--- config.mk ---
export PLATFORM = sky130hd
export DESIGN_NAME = s_axis_mem_flat
export DESIGN_NICKNAME = d
export VERILOG_FILES = /design/src/rtl/axis_mem_pkg.sv /design/src/rtl/s_axis_mem_if.sv /design/src/rtl/s_axis_mem.sv /design/src/flat_wrapper.sv
export SDC_FILE = /design/constraint.sdc
export NUM_CORES = 1
export LEC_CHECK = 0
export ABC_AREA = 1
export CORE_MARGIN = 1.5
export CORE_UTILIZATION = 40
export DETAILED_ROUTE_END_ITERATION = 16
export PLACE_DENSITY = 0.8
export SETUP_SLACK_MARGIN = 0.05
export SYNTH_ARGS = -nofsm -noshare
export SYNTH_HDL_FRONTEND = slang
export SYNTH_SLANG_ARGS = --single-unit
--- constraint.sdc ---
create_clock -name s_axis_aclk -period 2.4 [get_ports s_axis_aclk]
set_input_delay 0.48 -clock s_axis_aclk [delete_from_list [all_inputs] [get_ports s_axis_aclk]]
set_output_delay 0.48 -clock s_axis_aclk [all_outputs]
set_load 0.05 [all_outputs]
--- src/rtl/axis_mem_pkg.sv ---
// -----------------------------------------------------------------------------
// axis_mem_pkg
// Shared definitions for the AXI4-Stream <-> memory block pair.
//   axis_mem_state_t : control FSM state encoding. IDLE/ACTIVE share their
//                      encoding with the stream-from-memory transmitter.
//   strb_width()     : byte-strobe width for a given data width.
// -----------------------------------------------------------------------------
package axis_mem_pkg;

    typedef enum logic [1:0] {
        IDLE   = 2'd0,
        ACTIVE = 2'd1,
        DRAIN  = 2'd2,
        DONE   = 2'd3
    } axis_mem_state_t;

    // One strobe bit per data byte.
    function automatic int strb_width(input int data_width);
        return data_width / 32'sd8;
    endfunction

endpackage

--- src/rtl/s_axis_mem_if.sv ---
// -----------------------------------------------------------------------------
// s_axis_mem_if
// AXI4-Stream beat channel (no TKEEP/TID/TDEST/TUSER).
//   tvalid : beat valid           (master -> slave)
//   tready : beat accept          (slave  -> master)
//   tdata  : beat data            (master -> slave)
//   tstrb  : byte strobes         (master -> slave)
//   tlast  : last beat of packet  (master -> slave)
// -----------------------------------------------------------------------------
interface s_axis_mem_if
    import axis_mem_pkg::*;
#(
    parameter int DATA_WIDTH = 32
) ();

    localparam int STRB_WIDTH = strb_width(DATA_WIDTH);

    logic                  tvalid;
    logic                  tready;
    logic [DATA_WIDTH-1:0] tdata;
    logic [STRB_WIDTH-1:0] tstrb;
    logic                  tlast;

    modport master (
        output tvalid,
        output tdata,
        output tstrb,
        output tlast,
        input  tready
    );

    modport slave (
        input  tvalid,
        input  tdata,
        input  tstrb,
        input  tlast,
        output tready
    );

endinterface

--- src/rtl/s_axis_mem.sv ---
// -----------------------------------------------------------------------------
// s_axis_mem
// AXI4-Stream slave that writes one bounded burst into a synchronous memory
// write port at consecutive addresses starting from 0.
//
// Ports:
//   s_axis_aclk        clock
//   s_axis_areset      synchronous active-high reset
//   s_axis             stream slave (tvalid/tready/tdata/tstrb/tlast)
//   rx_start           arm one receive (only honoured in IDLE)
//   rx_max             last writable address, sampled on rx_start
//   rx_done            one-cycle completion pulse, coincident with final write
//   rx_count           beats written by the last receive
//   rx_overflow        packet exceeded rx_max+1 beats
//   mem_write*         registered memory write port (enable/addr/data/strb)
//
// Build option:
//   S_AXIS_MEM_DRAIN_EN  when defined, an overflowing packet is consumed to its
//                        tlast (beats discarded) before completing; otherwise
//                        the receive completes at once and tready drops,
//                        leaving the rest of the packet upstream.
// -----------------------------------------------------------------------------
module s_axis_mem
    import axis_mem_pkg::*;
#(
    parameter  int DATA_WIDTH = 32,
    parameter  int ADDR_WIDTH = 5,
    localparam int STRB_WIDTH = strb_width(DATA_WIDTH)
) (
    input  logic                  s_axis_aclk,
    input  logic                  s_axis_areset,
    s_axis_mem_if.slave           s_axis,
    input  logic                  rx_start,
    input  logic [ADDR_WIDTH-1:0] rx_max,
    output logic                  rx_done,
    output logic [ADDR_WIDTH:0]   rx_count,
    output logic                  rx_overflow,
    output logic                  mem_write,
    output logic [ADDR_WIDTH-1:0] mem_write_address,
    output logic [DATA_WIDTH-1:0] mem_write_data,
    output logic [STRB_WIDTH-1:0] mem_write_strb
);

    localparam logic [ADDR_WIDTH-1:0] PTR_ONE   = {{(ADDR_WIDTH-1){1'b0}}, 1'b1};
    localparam logic [ADDR_WIDTH:0]   COUNT_ONE = {{ADDR_WIDTH{1'b0}}, 1'b1};

    axis_mem_state_t       state_r;
    axis_mem_state_t       state_next_s;
    logic [ADDR_WIDTH-1:0] rx_max_r;
    logic [ADDR_WIDTH-1:0] write_pointer_r;
    logic [ADDR_WIDTH:0]   rx_count_r;
    logic                  rx_overflow_r;
    logic                  tready_r;
    logic                  rx_done_r;
    logic                  mem_write_r;
    logic [ADDR_WIDTH-1:0] mem_write_address_r;
    logic [DATA_WIDTH-1:0] mem_write_data_r;
    logic [STRB_WIDTH-1:0] mem_write_strb_r;

    logic beat_accept_s;
    logic last_addr_s;
    logic final_beat_s;
    logic overflow_beat_s;

    // tready is a register, so acceptance never depends combinationally on tvalid.
    assign beat_accept_s   = s_axis.tvalid && tready_r;
    assign last_addr_s     = (write_pointer_r == rx_max_r);
    assign final_beat_s    = s_axis.tlast || last_addr_s;
    assign overflow_beat_s = last_addr_s && !s_axis.tlast;

    // Next-state decode of the receive FSM.
    always_comb begin
        state_next_s = state_r;
        case (state_r)
            IDLE: begin
                if (rx_start) begin
                    state_next_s = ACTIVE;
                end else begin
                    state_next_s = IDLE;
                end
            end
            ACTIVE: begin
                if (beat_accept_s && final_beat_s) begin
                    if (overflow_beat_s) begin
`ifdef S_AXIS_MEM_DRAIN_EN
                        state_next_s = DRAIN;
`else
                        state_next_s = DONE;
`endif
                    end else begin
                        state_next_s = DONE;
                    end
                end else begin
                    state_next_s = ACTIVE;
                end
            end
            DRAIN: begin
                if (beat_accept_s && s_axis.tlast) begin
                    state_next_s = DONE;
                end else begin
                    state_next_s = DRAIN;
                end
            end
            DONE: begin
                state_next_s = IDLE;
            end
            default: begin
                state_next_s = IDLE;
            end
        endcase
    end

    // State register plus the state-decoded handshake/status outputs, registered
    // from the next state so they line up with the state they belong to.
    always_ff @(posedge s_axis_aclk) begin
        if (s_axis_areset) begin
            state_r   <= IDLE;
            tready_r  <= 1'b0;
            rx_done_r <= 1'b0;
        end else begin
            state_r   <= state_next_s;
            tready_r  <= (state_next_s == ACTIVE) || (state_next_s == DRAIN);
            rx_done_r <= (state_next_s == DONE);
        end
    end

    // Arm on rx_start, then one-stage write register, pointer and beat counter.
    always_ff @(posedge s_axis_aclk) begin
        if (s_axis_areset) begin
            rx_max_r            <= '0;
            write_pointer_r     <= '0;
            rx_count_r          <= '0;
            rx_overflow_r       <= 1'b0;
            mem_write_r         <= 1'b0;
            mem_write_address_r <= '0;
            mem_write_data_r    <= '0;
            mem_write_strb_r    <= '0;
        end else begin
            mem_write_r <= 1'b0;
            case (state_r)
                IDLE: begin
                    if (rx_start) begin
                        rx_max_r        <= rx_max;
                        write_pointer_r <= '0;
                        rx_count_r      <= '0;
                        rx_overflow_r   <= 1'b0;
                    end
                end
                ACTIVE: begin
                    if (beat_accept_s) begin
                        mem_write_r         <= 1'b1;
                        mem_write_address_r <= write_pointer_r;
                        mem_write_data_r    <= s_axis.tdata;
                        mem_write_strb_r    <= s_axis.tstrb;
                        rx_count_r          <= rx_count_r + COUNT_ONE;
                        if (overflow_beat_s) begin
                            rx_overflow_r <= 1'b1;
                        end
                        // Pointer stops at rx_max so it can never wrap.
                        if (!final_beat_s) begin
                            write_pointer_r <= write_pointer_r + PTR_ONE;
                        end
                    end
                end
                default: begin
                    // DRAIN discards beats; DONE only signals completion.
                end
            endcase
        end
    end

    assign s_axis.tready     = tready_r;
    assign rx_done           = rx_done_r;
    assign rx_count          = rx_count_r;
    assign rx_overflow       = rx_overflow_r;
    assign mem_write         = mem_write_r;
    assign mem_write_address = mem_write_address_r;
    assign mem_write_data    = mem_write_data_r;
    assign mem_write_strb    = mem_write_strb_r;

endmodule

--- src/flat_wrapper.sv ---
// flat-port wrapper written by rule: the top's interface ports become plain ports
module s_axis_mem_flat import axis_mem_pkg::*;
#(
    parameter  int DATA_WIDTH = 32,
    parameter  int ADDR_WIDTH = 5,
    localparam int STRB_WIDTH = strb_width(DATA_WIDTH)
)
  (s_axis_aclk, s_axis_areset, rx_start, rx_max, rx_done, rx_count, rx_overflow, mem_write, mem_write_address, mem_write_data, mem_write_strb, s_axis_tvalid, s_axis_tdata, s_axis_tstrb, s_axis_tlast, s_axis_tready);
  s_axis_mem_if #(.DATA_WIDTH(DATA_WIDTH)) s_axis_i ();
  input  logic s_axis_aclk;
  input  logic s_axis_areset;
  input  logic rx_start;
  input  logic [ADDR_WIDTH-1:0] rx_max;
  output logic rx_done;
  output logic [ADDR_WIDTH:0] rx_count;
  output logic rx_overflow;
  output logic mem_write;
  output logic [ADDR_WIDTH-1:0] mem_write_address;
  output logic [DATA_WIDTH-1:0] mem_write_data;
  output logic [STRB_WIDTH-1:0] mem_write_strb;
  input wire logic [$bits(s_axis_i.tvalid)-1:0] s_axis_tvalid;
  input wire logic [$bits(s_axis_i.tdata)-1:0] s_axis_tdata;
  input wire logic [$bits(s_axis_i.tstrb)-1:0] s_axis_tstrb;
  input wire logic [$bits(s_axis_i.tlast)-1:0] s_axis_tlast;
  output wire logic [$bits(s_axis_i.tready)-1:0] s_axis_tready;
  assign s_axis_i.tvalid = s_axis_tvalid;
  assign s_axis_i.tdata = s_axis_tdata;
  assign s_axis_i.tstrb = s_axis_tstrb;
  assign s_axis_i.tlast = s_axis_tlast;
  assign s_axis_tready = s_axis_i.tready;
  s_axis_mem #(.DATA_WIDTH(DATA_WIDTH), .ADDR_WIDTH(ADDR_WIDTH)) u_core (.s_axis_aclk(s_axis_aclk), .s_axis_areset(s_axis_areset), .s_axis(s_axis_i), .rx_start(rx_start), .rx_max(rx_max), .rx_done(rx_done), .rx_count(rx_count), .rx_overflow(rx_overflow), .mem_write(mem_write), .mem_write_address(mem_write_address), .mem_write_data(mem_write_data), .mem_write_strb(mem_write_strb));
endmodule
-- Word level (Yosys, flattened, before mapping)
Index checks and enable logic that the tools add are counted.
- register bits: 63
- bits in latches: 0
- RAM bits: 0
- ROM bits: 0
- input bits: 46
- output and inout bits: 51
- logic and storage cells: 56
- memories kept: 0
- $add $sub $neg: 2
- $mul: 0
- divide/modulo/power cells: 0
- $lt $le $gt $ge: 0
- equal/unequal tests: 11
- shift-type cells: 0
- muxes and demuxes: 16
- bitwise gates (word level): 1
- reductions and logical operators: 15
- operator list (kind ; count):
    5-bit two-way mux ; 3
    6-bit two-way mux ; 2
    6-bit one-hot mux with 2 select lines ; 1
    5-bit one-hot mux with 2 select lines ; 1
    2-bit == test, second input constant ; 4
    2-bit one-hot mux with 4 select lines ; 1
    4-bit AND reduction ; 2
    6-bit by 1-bit adder with 6-bit output, second input constant ; 1
    1-bit two-way mux ; 6
    5-bit by 1-bit adder with 5-bit output, second input constant ; 1
    5-bit == test ; 1
    2-bit by 1-bit == test with 1-bit output, second input constant ; 2
    1-bit logical AND ; 4
    2-bit by 1-bit != test with 1-bit output, second input constant ; 2
    2-bit != test, second input constant ; 2
    2-bit AND reduction ; 2
    3-bit AND reduction ; 1
    2-bit logical NOT ; 1
    1-bit logical OR ; 2
    2-bit two-way mux ; 1
    1-bit one-hot mux with 2 select lines ; 1
    2-bit nonzero test ; 1
    2-bit OR reduction ; 1
    1-bit logical NOT ; 1
    1-bit NOT ; 1

-- Depth between registers and ports, before layout
Gate-level depths: netlist of run 1.
- depth after elaboration: 7
- gate-level depth with buffers: 11
- gate-level depth less buffers: 11

-- Worst setup path after synthesis of run 1
OpenSTA, ideal clock, no wires.
- path type: register -> register
- start: register u_core.tready_r, in the netlist u_core.s_axis.tready
- end: register u_core.tready_r, in the netlist u_core.s_axis.tready
- setup time: 0.122 ns
- arrival time: 1.501 ns
- required time: 2.278 ns
- slack: 0.777 ns
- stages on the path, launching flop included: 11
- path buffers: 1
- clock period less this slack: 1.623 ns
- cells stage by stage: dfxtp_1 -> nand2_1 -> inv_1 -> nand2_4 -> inv_2 -> buf_4 -> nand2_1 -> nand2_1 -> ha_1 -> inv_1 -> nor2_1
- cells in the longest elaborated chain, start to end: 6
- elaborated cells between the ends (all ways): 9
- classes of those cells: eq/ne: 2; mux: 3; reduce/logical: 4
- ends and longest elaborated chain (element ; RTL line ; text):
    from (decl) ; s_axis_mem.sv:53 ; logic tready_r;
    from (signal assigned) ; s_axis_mem.sv:122 ; tready_r <= (state_next_s == ACTIVE) || (state_next_s == DRAIN);
    1-bit logical AND * ; s_axis_mem.sv:66 ; assign beat_accept_s = s_axis.tvalid && tready_r;
    1-bit logical AND * ; s_axis_mem.sv:83 ; if (beat_accept_s && final_beat_s) begin
    2-bit two-way mux * ; s_axis_mem.sv:83 ;
    2-bit one-hot mux with 4 select lines * ; s_axis_mem.sv:74 ; case (state_r)
    via u_core.state_next_s[1] ; s_axis_mem.sv:48 ; axis_mem_state_t state_next_s;
    2-bit by 1-bit == test with 1-bit output / 2-bit == test (equally long branches) ; s_axis_mem.sv:122 ;
    1-bit logical OR * ; s_axis_mem.sv:122 ;
The timed path passes the listed nets; every way through them passes the cells marked *.
A chain may end at the register's enable or synchronous reset.

-- Worst setup path in the final report of run 1
- start: register u_core.rx_count_r[3], in the netlist u_core.rx_count[3]
- end: output port rx_count[3]
- RTL lines (element ; RTL line ; text):
    from (decl) ; s_axis_mem.sv:51 ; logic [ADDR_WIDTH:0] rx_count_r;
    from (signal assigned) ; s_axis_mem.sv:155 ; rx_count_r <= rx_count_r + COUNT_ONE;
    to (decl) ; flat_wrapper.sv:15 ; output logic [ADDR_WIDTH:0] rx_count;
No word-level cell between the ends.

==> results.sh, run 1 <==
export IMPL_status="finished clean"
export IMPL_final_setup_tns_ns=0
export IMPL_synth_cell_type_count=27
export IMPL_setup_worst_path_start="u_core.rx_count[3]"
export IMPL_yosys_register_bits=63
export IMPL_rsz0062_at_grt="no"
export IMPL_synth_warnings=0
export IMPL_ir_drop_mv=0.386
export IMPL_wl_per_cell_um=12.6
export IMPL_cts_tree="built"
export IMPL_finish_net_count=469
export IMPL_std_cell_rows=28
export IMPL_die_w_um=82.1
export IMPL_wl_met1_um=2770
export IMPL_cpMaxStageDelayCell="clkdlybuf4s50_1"
export IMPL_swShare_pct=27.8
export IMPL_syn_num_nets=374
export IMPL_cts_hold_buf=0
export IMPL_ios=97
export IMPL_slew_limit_headroom_pct=65.1
export IMPL_nFillCells=522
export IMPL_cp_data_required_time_ns=1.92
export IMPL_cts_max_path_buffers=2
export IMPL_cp_buffers_inverters=1
export IMPL_clkPwrFrac_pct=36.5
export IMPL_syn_cell_area_um2=2500
export IMPL_tightest_slew_ns=0.521
export IMPL_drv_slew=0
export IMPL_finalCriticalPeriod_ns=2.06
export IMPL_netSwitchingPower_mw=0.684
export IMPL_p_per_area_nw_per_um2=665
export IMPL_finalSetupViolCount=0
export IMPL_crit_family="buffers and inverters"
export IMPL_p_int_mw=1.78
export IMPL_grt_pass1_vias=2243
export IMPL_antenna_found_initial=0
export IMPL_dp_hpwl_um=4370
export IMPL_rr_startpoint="u_core.state_r[1]"
export IMPL_grt_pass1_wl_um=10200
export IMPL_drive_gt1_share_pct=8.00
export IMPL_hold_violations=0
export IMPL_grt_total_usage_pct=20.0
export IMPL_dieHeight_um=82.1
export IMPL_coreArea_um2=5990
export IMPL_cts_root_buffer="clkbuf_8"
export IMPL_grt_max_degree=51
export IMPL_top_layer="met4"
export IMPL_pre_cts_slack_ns=0.324
export IMPL_start_util_pct=41.8
export IMPL_clkSlewWorstSetupHoldPaths_ns=0.06
export IMPL_final_common_cell="clkdlybuf4s50_1"
export IMPL_synth_avg_cell_area_um2=7.70
export IMPL_cp_arrival_ns=1.58
export IMPL_seqPwrFrac_pct=45.6
export IMPL_max_freq_ghz=0.486
export IMPL_via_count=2395
export IMPL_crit_type="reg2out"
export IMPL_wl_met2_um=2950
export IMPL_min_period_over_period_pct=85.8
export IMPL_clock_sinks=63
export IMPL_first_pass_iters=4
export IMPL_cts_htree_levels=3
export IMPL_clock_latency_ns=0.34
export IMPL_hold_path_class="reg2reg"
export IMPL_place_gp_congestion=0.781
export IMPL_mostFrequentLayoutCells="96 x clkdlybuf4s50_1, 91 x nor2_1, 63 x dfxtp_1"
export IMPL_portBuffers=96
export IMPL_cts_buffers=9
export IMPL_p_leak_nw=1.44
export IMPL_num_antenna_cells=0
export IMPL_dieArea_um2=6740
export IMPL_worst_setup_path_start_kind="register"
export IMPL_route_met3_wl_um=486
export IMPL_routed_via_density=4.79
export IMPL_cts_setup_buffers=0
export IMPL_fin_ws_ns=0.342
export IMPL_grt_overflow_total=0
export IMPL_area_growth_pct=47.8
export IMPL_path_cells="clkdlybuf4s50_1"
export IMPL_critPathMaxFanout=5
export IMPL_wl_um=6300
export IMPL_critPathCaptureType="output port"
export IMPL_fin_worst_skew_ns=0.00627
export IMPL_drc=0
export IMPL_critical_path_max_stage_delay_ns=0.84
export IMPL_cap_violations=0
export IMPL_netlist_instances=325
export IMPL_ant_nets=0
export IMPL_seq_area_frac_synth_pct=50.4
export IMPL_drt_iter0_markers=53
export IMPL_worstHoldStart="u_core.rx_max_r[1]"
export IMPL_cts_resized=0
export IMPL_comb_power_share_pct=18.0
## final timing paths
kind / to / slack, ns / cells past startpoint
setup / recovery: rx_count[3] / 0.34 / 1
setup reg to reg: u_core.rx_count[4] / 0.79 / 8
hold / removal: u_core.rx_max_r[1] / 0.47 / 2
hold reg to reg: u_core.rx_max_r[1] / 0.47 / 2
## final cells by class
cell class                      count  area [µm²]  share of cell area, %
Clock inverter                      4        45.0                   1.22
Inverter                           23        88.8                   2.40
Timing Repair Buffer              101         998                   27.0
Multi-Input combinational cell    222        1060                   28.8
Tap cell                           75        93.8                   2.54
Sequential cell                    63        1260                   34.1
Clock buffer                       12         145                   3.93
## flip-flops by register name, indices dropped and copies added, names as in the netlist
register                  count
u_core.mem_write              1
u_core.mem_write_address      5
u_core.mem_write_data        32
u_core.mem_write_strb         4
u_core.rx_count               6
u_core.rx_done                1
u_core.rx_max_r               5
u_core.rx_overflow            1
u_core.s_axis.tready          1
u_core.state_r                2
u_core.write_pointer_r        5
## power groups by stage
stage / Clock [mW] / Sequential, mW / Combinational, mW
after global routing: 0.974 / 1.13 / 0.481
after detailed placement: 0 / 1.14 / 0.440
final: 0.897 / 1.12 / 0.442
after global placement: 0 / 1.14 / 0.432
after floorplan: 0 / 1.24 / 0.172
after CTS: 0.915 / 1.12 / 0.444
## cell usage after synthesis (all sizes together)
cell type	instances	area share, %
nand4	1	0.25
clkbuf	7	1.1
inv	23	3.6
nor3	2	0.40
o21ai	50	10
buf	10	2.5
dfxtp	63	50
nand2	34	6.2
xor2	2	0.70
nand3	10	2.2
xnor2	1	0.35
nor2	94	16
a21oi	22	4.6
ha	3	1.5
o21a	2	0.60
and3	1	0.25
## per-stage QoR
step                      hold slack (ns)  instances  util, %  total power, mW  area [µm²]
after floorplan                     0.444        325        -             1.42        2500
after global placement              0.456        484     58.5             1.57        3510
after detailed placement            0.465        484     58.5             1.58        3510
after CTS                           0.476        500     61.7             2.48        3700
after global routing                0.501        500     61.7             2.58        3700
final                               0.473        500     61.7             2.46        3700
## kinds of logic after synthesis
| logic type | share of synthesized area [%] |
|---|---|
| compound gates | 15.2 |
| xor+xnor | 1.05 |
| fa+ha+maj | 1.50 |
| buf+inv | 7.05 |
| flops | 50.4 |
| simple gates | 24.8 |
## routing by layer
layer	vias up	track usage, %
met5	-	0
li1	1229	-
met3	9	6.67
met4	0	7.80
met1	1079	23.4
met2	78	33.5
(Power assumes the default switching activity.)
==> run 2, diff against run 1 <==
--- a/config.mk
+++ b/config.mk
@@ -9,6 +9,7 @@
 export CORE_MARGIN = 1.5
 export CORE_UTILIZATION = 40
 export DETAILED_ROUTE_END_ITERATION = 16
+export MAX_ROUTING_LAYER = met4
 export PLACE_DENSITY = 0.8
 export SETUP_SLACK_MARGIN = 0.05
 export SYNTH_ARGS = -nofsm -noshare
==> run 2 against run 1 <==
Effect of this change: worst setup slack improved by 0.016 ns; core utilization unchanged; die area unchanged; via count decreased by 0.13%; first-iteration DRC count increased by 15%; flip-flop and latch count unchanged; clock skew increased by 0.00056 ns; cell area unchanged; sequential share of layout area unchanged; total power decreased by 0.22%; global-route usage increased by 0.60 points; largest power group unchanged.
==> results.sh, run 2 (synthesis gave the netlist of run 1 again) <==
export IMPL_crit_type="reg2out"
export IMPL_clkSlewWorstSetupHoldPaths_ns=0.06
export IMPL_cp_arrival_ns=1.56
export IMPL_place_gp_congestion=0.792
export IMPL_grt_pass1_vias=2242
export IMPL_num_antenna_cells=0
export IMPL_critPathMaxFanout=5
export IMPL_ios=97
export IMPL_wl_per_cell_um=12.5
export IMPL_pre_cts_slack_ns=0.324
export IMPL_portBuffers=96
export IMPL_cp_data_required_time_ns=1.92
export IMPL_grt_pass1_wl_um=10200
export IMPL_status="finished clean"
export IMPL_max_freq_ghz=0.490
export IMPL_hold_violations=0
export IMPL_via_count=2392
export IMPL_mostFrequentLayoutCells="96 x clkdlybuf4s50_1, 91 x nor2_1, 63 x dfxtp_1"
export IMPL_drv_slew=0
export IMPL_cts_htree_levels=3
export IMPL_cts_setup_buffers=0
export IMPL_antenna_found_initial=0
export IMPL_cap_violations=0
export IMPL_critical_path_max_stage_delay_ns=0.83
export IMPL_worst_hold_slack_ns=0.474
export IMPL_hold_path_class="reg2reg"
export IMPL_p_total_mw=2.45
export IMPL_std_cell_rows=28
export IMPL_cts_hold_buf=0
export IMPL_cts_tree="built"
export IMPL_ant_nets=0
export IMPL_min_period_over_period_pct=85.1
export IMPL_start_util_pct=41.8
export IMPL_fin_worst_skew_ns=0.00684
export IMPL_grt_max_degree=51
export IMPL_drive_gt1_share_pct=8.00
export IMPL_drt_iter0_markers=61
export IMPL_final_setup_tns_ns=0
export IMPL_p_per_area_nw_per_um2=664
export IMPL_routed_via_density=4.78
export IMPL_largest_reg_flops=32
export IMPL_cts_root_buffer="clkbuf_8"
export IMPL_cp_buffers_inverters=1
export IMPL_drc=0
export IMPL_crit_family="buffers and inverters"
export IMPL_first_pass_iters=4
export IMPL_cts_buffers=9
export IMPL_tightest_slew_ns=0.521
export IMPL_area_growth_pct=47.8
export IMPL_fin_ws_ns=0.358
export IMPL_finalCriticalPeriod_ns=2.04
export IMPL_grt_overflow_total=0
export IMPL_rsz0062_at_grt="no"
export IMPL_ir_drop_mv=0.386
export IMPL_clock_sinks=63
export IMPL_final_common_cell="clkdlybuf4s50_1"
export IMPL_cpMaxStageDelayCell="clkdlybuf4s50_1"
export IMPL_dp_hpwl_um=4370
export IMPL_finalSetupViolCount=0
export IMPL_dieArea_um2=6740
export IMPL_slew_limit_headroom_pct=65.2
export IMPL_worst_setup_path_start_kind="register"
export IMPL_die_w_um=82.1
export IMPL_p_leak_nw=1.44
export IMPL_fin_util_pct=61.7
export IMPL_wl_um=6240
export IMPL_cts_max_path_buffers=2
export IMPL_finish_net_count=469
export IMPL_path_cells="clkdlybuf4s50_1"
export IMPL_grt_total_usage_pct=20.6
export IMPL_cts_resized=0
export IMPL_dieHeight_um=82.1
export IMPL_coreArea_um2=5990
export IMPL_critPathCaptureType="output port"
export IMPL_clock_latency_ns=0.33
==> run 2: cell type report <==
cell class	count	area, µm²
clock buffers	12	145
clock inverters	4	45.0
fillers	522	2290
inverters	23	88.8
multi-input cells	222	1060
flip-flops and latches	63	1260
well taps	75	93.8
repair buffers	101	998
==> run 2: per-layer routing <==
layer / vias to the layer above / global-route usage [%] / wire (µm)
li1: 1232 / - / -
met1: 1077 / 23.8 / 2790
met2: 71 / 33.4 / 2910
met3: 12 / 5.33 / 431
met4: 0 / 9.32 / 114
met5: - / - / 0
==> run 2: stage by stage <==
step	cells	cell area, µm²
floorplan	325	2500
global placement	484	3510
detailed placement	484	3510
CTS	500	3700
global route	500	3700
finish	500	3700
==> run 2: power breakdown <==
| group | leakage (nW) | internal [mW] | switching [mW] | total, mW |
|---|---|---|---|---|
| registers | 0.512 | 1.09 | 0.0293 | 1.12 |
| logic | 0.833 | 0.180 | 0.260 | 0.441 |
| clock network | 0.100 | 0.503 | 0.389 | 0.893 |
==> run 2: path summary, 6_finish.rpt <==
check                     startpoint                  to  slack [ns]  depth (start not counted)
setup / recovery  u_core.rx_count[3]         rx_count[3]        0.36                          1
hold / removal    u_core.rx_max_r[2]  u_core.rx_max_r[2]        0.47                          2
setup reg to reg   u_core.state_r[1]  u_core.rx_count[4]        0.80                          8
hold reg to reg   u_core.rx_max_r[2]  u_core.rx_max_r[2]        0.47                          2
==> run 2: worst register-to-register path: cells and delay by family, from the launching register on <==
| family | cells | cell delay, ns |
|---|---|---|
| simple gates | 5 | 0.83 |
| flops | 1 | 0.37 |
| compound gates | 2 | 0.24 |
| buf+inv | 1 | 0.11 |
==> run 3, diff against run 2 <==
--- a/config.mk
+++ b/config.mk
@@ -5,13 +5,13 @@
 export SDC_FILE = /design/constraint.sdc
 export NUM_CORES = 1
 export LEC_CHECK = 0
-export ABC_AREA = 1
 export CORE_MARGIN = 1.5
 export CORE_UTILIZATION = 40
 export DETAILED_ROUTE_END_ITERATION = 16
 export MAX_ROUTING_LAYER = met4
-export PLACE_DENSITY = 0.8
+export PLACE_DENSITY = 0.81
 export SETUP_SLACK_MARGIN = 0.05
+export SKIP_LAST_GASP = 1
 export SYNTH_ARGS = -nofsm -noshare
 export SYNTH_HDL_FRONTEND = slang
 export SYNTH_SLANG_ARGS = --single-unit
==> run 3 against run 2 <==
Effect of this change: sequential power hardly changed; count of clock-buffer cells in the layout rose by 1; register-to-register slack worse by 0.19 ns; non-clock buffer count is 1 higher; maximum frequency down 3.2%; critical path depth is the same; total power is 0.20% lower; worst setup slack got worse by 0.067 ns; die area decreased by 3.3%; critical endpoint is now s_axis_tready.
==> results.sh, run 3 <==
export IMPL_cts_root_buffer="clkbuf_8"
export IMPL_worst_setup_path_start_kind="register"
export IMPL_start_util_pct=41.1
export IMPL_wl_um=5880
export IMPL_grt_pass1_vias=2135
export IMPL_dp_hpwl_um=4110
export IMPL_synth_edff_count=0
export IMPL_seq_area_frac_synth_pct=52.2
export IMPL_cts_hold_buf=0
export IMPL_coreArea_um2=5890
export IMPL_async_flop_share_pct=0
export IMPL_ir_drop_mv=0.524
export IMPL_pre_cts_slack_ns=0.284
export IMPL_routed_via_density=4.91
export IMPL_hold_path_class="reg2reg"
export IMPL_dieArea_um2=6520
export IMPL_cp_data_required_time_ns=1.92
export IMPL_num_antenna_cells=0
export IMPL_drive_gt1_share_pct=6.58
export IMPL_antenna_found_initial=0
export IMPL_max_freq_ghz=0.474
export IMPL_grt_max_degree=40
export IMPL_largest_reg_flops=32
export IMPL_drt_iter0_markers=86
export IMPL_cp_arrival_ns=1.63
export IMPL_mostFrequentLayoutCells="100 x nand2_1, 95 x clkdlybuf4s50_1, 63 x dfxtp_1"
export IMPL_crit_type="reg2out"
export IMPL_p_total_mw=2.45
export IMPL_finish_net_count=439
export IMPL_dieHeight_um=80.7
export IMPL_setup_worst_path_start="u_core.s_axis.tready"
export IMPL_p_per_area_nw_per_um2=669
export IMPL_critPathMaxFanout=5
export IMPL_synth_avg_cell_area_um2=8.19
export IMPL_grtUsageMet3_pct=5.11
export IMPL_netlist_instances=295
export IMPL_cts_buffers=9
export IMPL_area_growth_pct=51.4
export IMPL_wl_per_cell_um=12.5
export IMPL_synth_warnings=0
export IMPL_syn_num_nets=344
export IMPL_fin_worst_skew_ns=0.00322
export IMPL_syn_cell_area_um2=2420
export IMPL_synthTopCellsByCount="100 x nand2_1, 63 x dfxtp_1, 53 x a21oi_1, 12 x clkbuf_1, 8 x nor2_1"
export IMPL_cap_violations=0
export IMPL_busiest_layer="met2"
export IMPL_place_gp_congestion=0.809
export IMPL_final_common_cell="nand2_1"
export IMPL_via_count=2309
export IMPL_clock_latency_ns=0.33
export IMPL_drv_slew=0
export IMPL_synth_cell_type_count=36
export IMPL_worstHoldStart="u_core.mem_write_data[29]"
export IMPL_yosys_register_bits=63
export IMPL_cts_resized=0
export IMPL_ant_nets=0
export IMPL_synth_top_area_share_pct=52.2
export IMPL_portBuffers=96
export IMPL_use_met2_pct=31.4
export IMPL_path_cells="clkdlybuf4s50_1"
export IMPL_grt_total_usage_pct=19.6
export IMPL_yosysTopAreaCell="dfxtp_1"
export IMPL_slew_limit_headroom_pct=60.5
export IMPL_clkSlewWorstSetupHoldPaths_ns=0.07
export IMPL_finalCriticalPeriod_ns=2.11
export IMPL_cts_htree_levels=3
export IMPL_cts_setup_buffers=0
export IMPL_finalSetupViolCount=0
export IMPL_fin_ws_ns=0.291
export IMPL_cp_buffers_inverters=1
export IMPL_status="finished clean"
export IMPL_drc=0
export IMPL_grt_overflow_total=0
export IMPL_rsz0062_at_grt="no"
export IMPL_critPathCaptureType="output port"
export IMPL_critical_path_max_stage_delay_ns=0.85
export IMPL_min_period_over_period_pct=87.9
export IMPL_rr_startpoint="u_core.state_r[0]"
export IMPL_p_leak_nw=1.27
export IMPL_cpMaxStageDelayCell="clkdlybuf4s50_1"
export IMPL_crit_family="buffers and inverters"
export IMPL_tightest_slew_ns=0.593
export IMPL_first_pass_iters=4
export IMPL_ys_dominant_reg_cell="dfxtp_1"
export IMPL_die_w_um=80.7
export IMPL_cts_tree="built"
export IMPL_cts_max_path_buffers=2
export IMPL_yosysMostFrequentCell="nand2_1"
export IMPL_clock_sinks=63
export IMPL_final_setup_tns_ns=0
export IMPL_yosys_top_cells_area="dfxtp_1 52%, nand2_1 16%, a21oi_1 11%, xnor2_1 2.2%, clkbuf_1 1.9%"
export IMPL_grt_pass1_wl_um=9510
export IMPL_grt_use_met1_pct=22.3
export IMPL_std_cell_rows=28
export IMPL_ios=97
export IMPL_hold_violations=0
-- run 3: cell count changes after synthesis, moves of 5 or more --
cell      before  now
nor2_1        91    8
nand2_1       29  100
a21oi_1       21   53
o21ai_0       24    0
o21ai_1       26    2
inv_1         18    1
clkbuf_1       7   12
nand3_1        9    4
xnor2_1        1    6
-- run 3: cell families (layout without fill, tap and decap cells) --
group | count (synthesis) | count (layout) | synth area share [%]
xor+xnor | 9 | 9 | 3.26
compound gates | 66 | 66 | 15.0
flops | 63 | 63 | 52.2
simple gates | 135 | 135 | 24.6
buf+inv | 19 | 119 | 3.37
fa+ha+maj | 3 | 3 | 1.55
-- run 3: final timing paths --
check	to	slack (ns)	cells after the start
hold reg to reg	u_core.mem_write_data[29]	0.45	2
hold / removal	u_core.mem_write_data[29]	0.45	2
setup / recovery	s_axis_tready	0.29	1
setup reg to reg	u_core.mem_write_data[11]	0.61	5
-- run 3: power breakdown --
group	switching, mW	total [mW]	internal (mW)	leakage [nW]
Combinational	0.187	0.329	0.142	0.647
Clock	0.382	1.02	0.641	0.114
Sequential	0.0215	1.10	1.08	0.510
-- run 3: area by class of cell --
cell class                 count  area [µm²]
clock buffer                  13         159
clock inverter                 3        65.1
fill                         532        2230
inverter                       1        3.75
multi-input combinational    213        1070
sequential                    63        1260
tap                           75        93.8
timing repair buffer         102        1000
-- run 3: metal layers --
metal | part of all wire [%] | wire length (µm)
met5 | 0 | 0
met4 | 2.0 | 115
met3 | 7.2 | 423
met2 | 48 | 2800
met1 | 43 | 2550
-- run 3: per-stage QoR --
step | hold WS (ns) | std cells | util [%] | instance area (µm²)
after floorplan | 0.450 | 295 | - | 2420
after global placement | 0.441 | 454 | 58.4 | 3430
after detailed placement | 0.446 | 454 | 58.4 | 3430
after CTS | 0.456 | 470 | 62.2 | 3660
after global routing | 0.473 | 470 | 62.2 | 3660
final | 0.454 | 470 | 62.2 | 3660
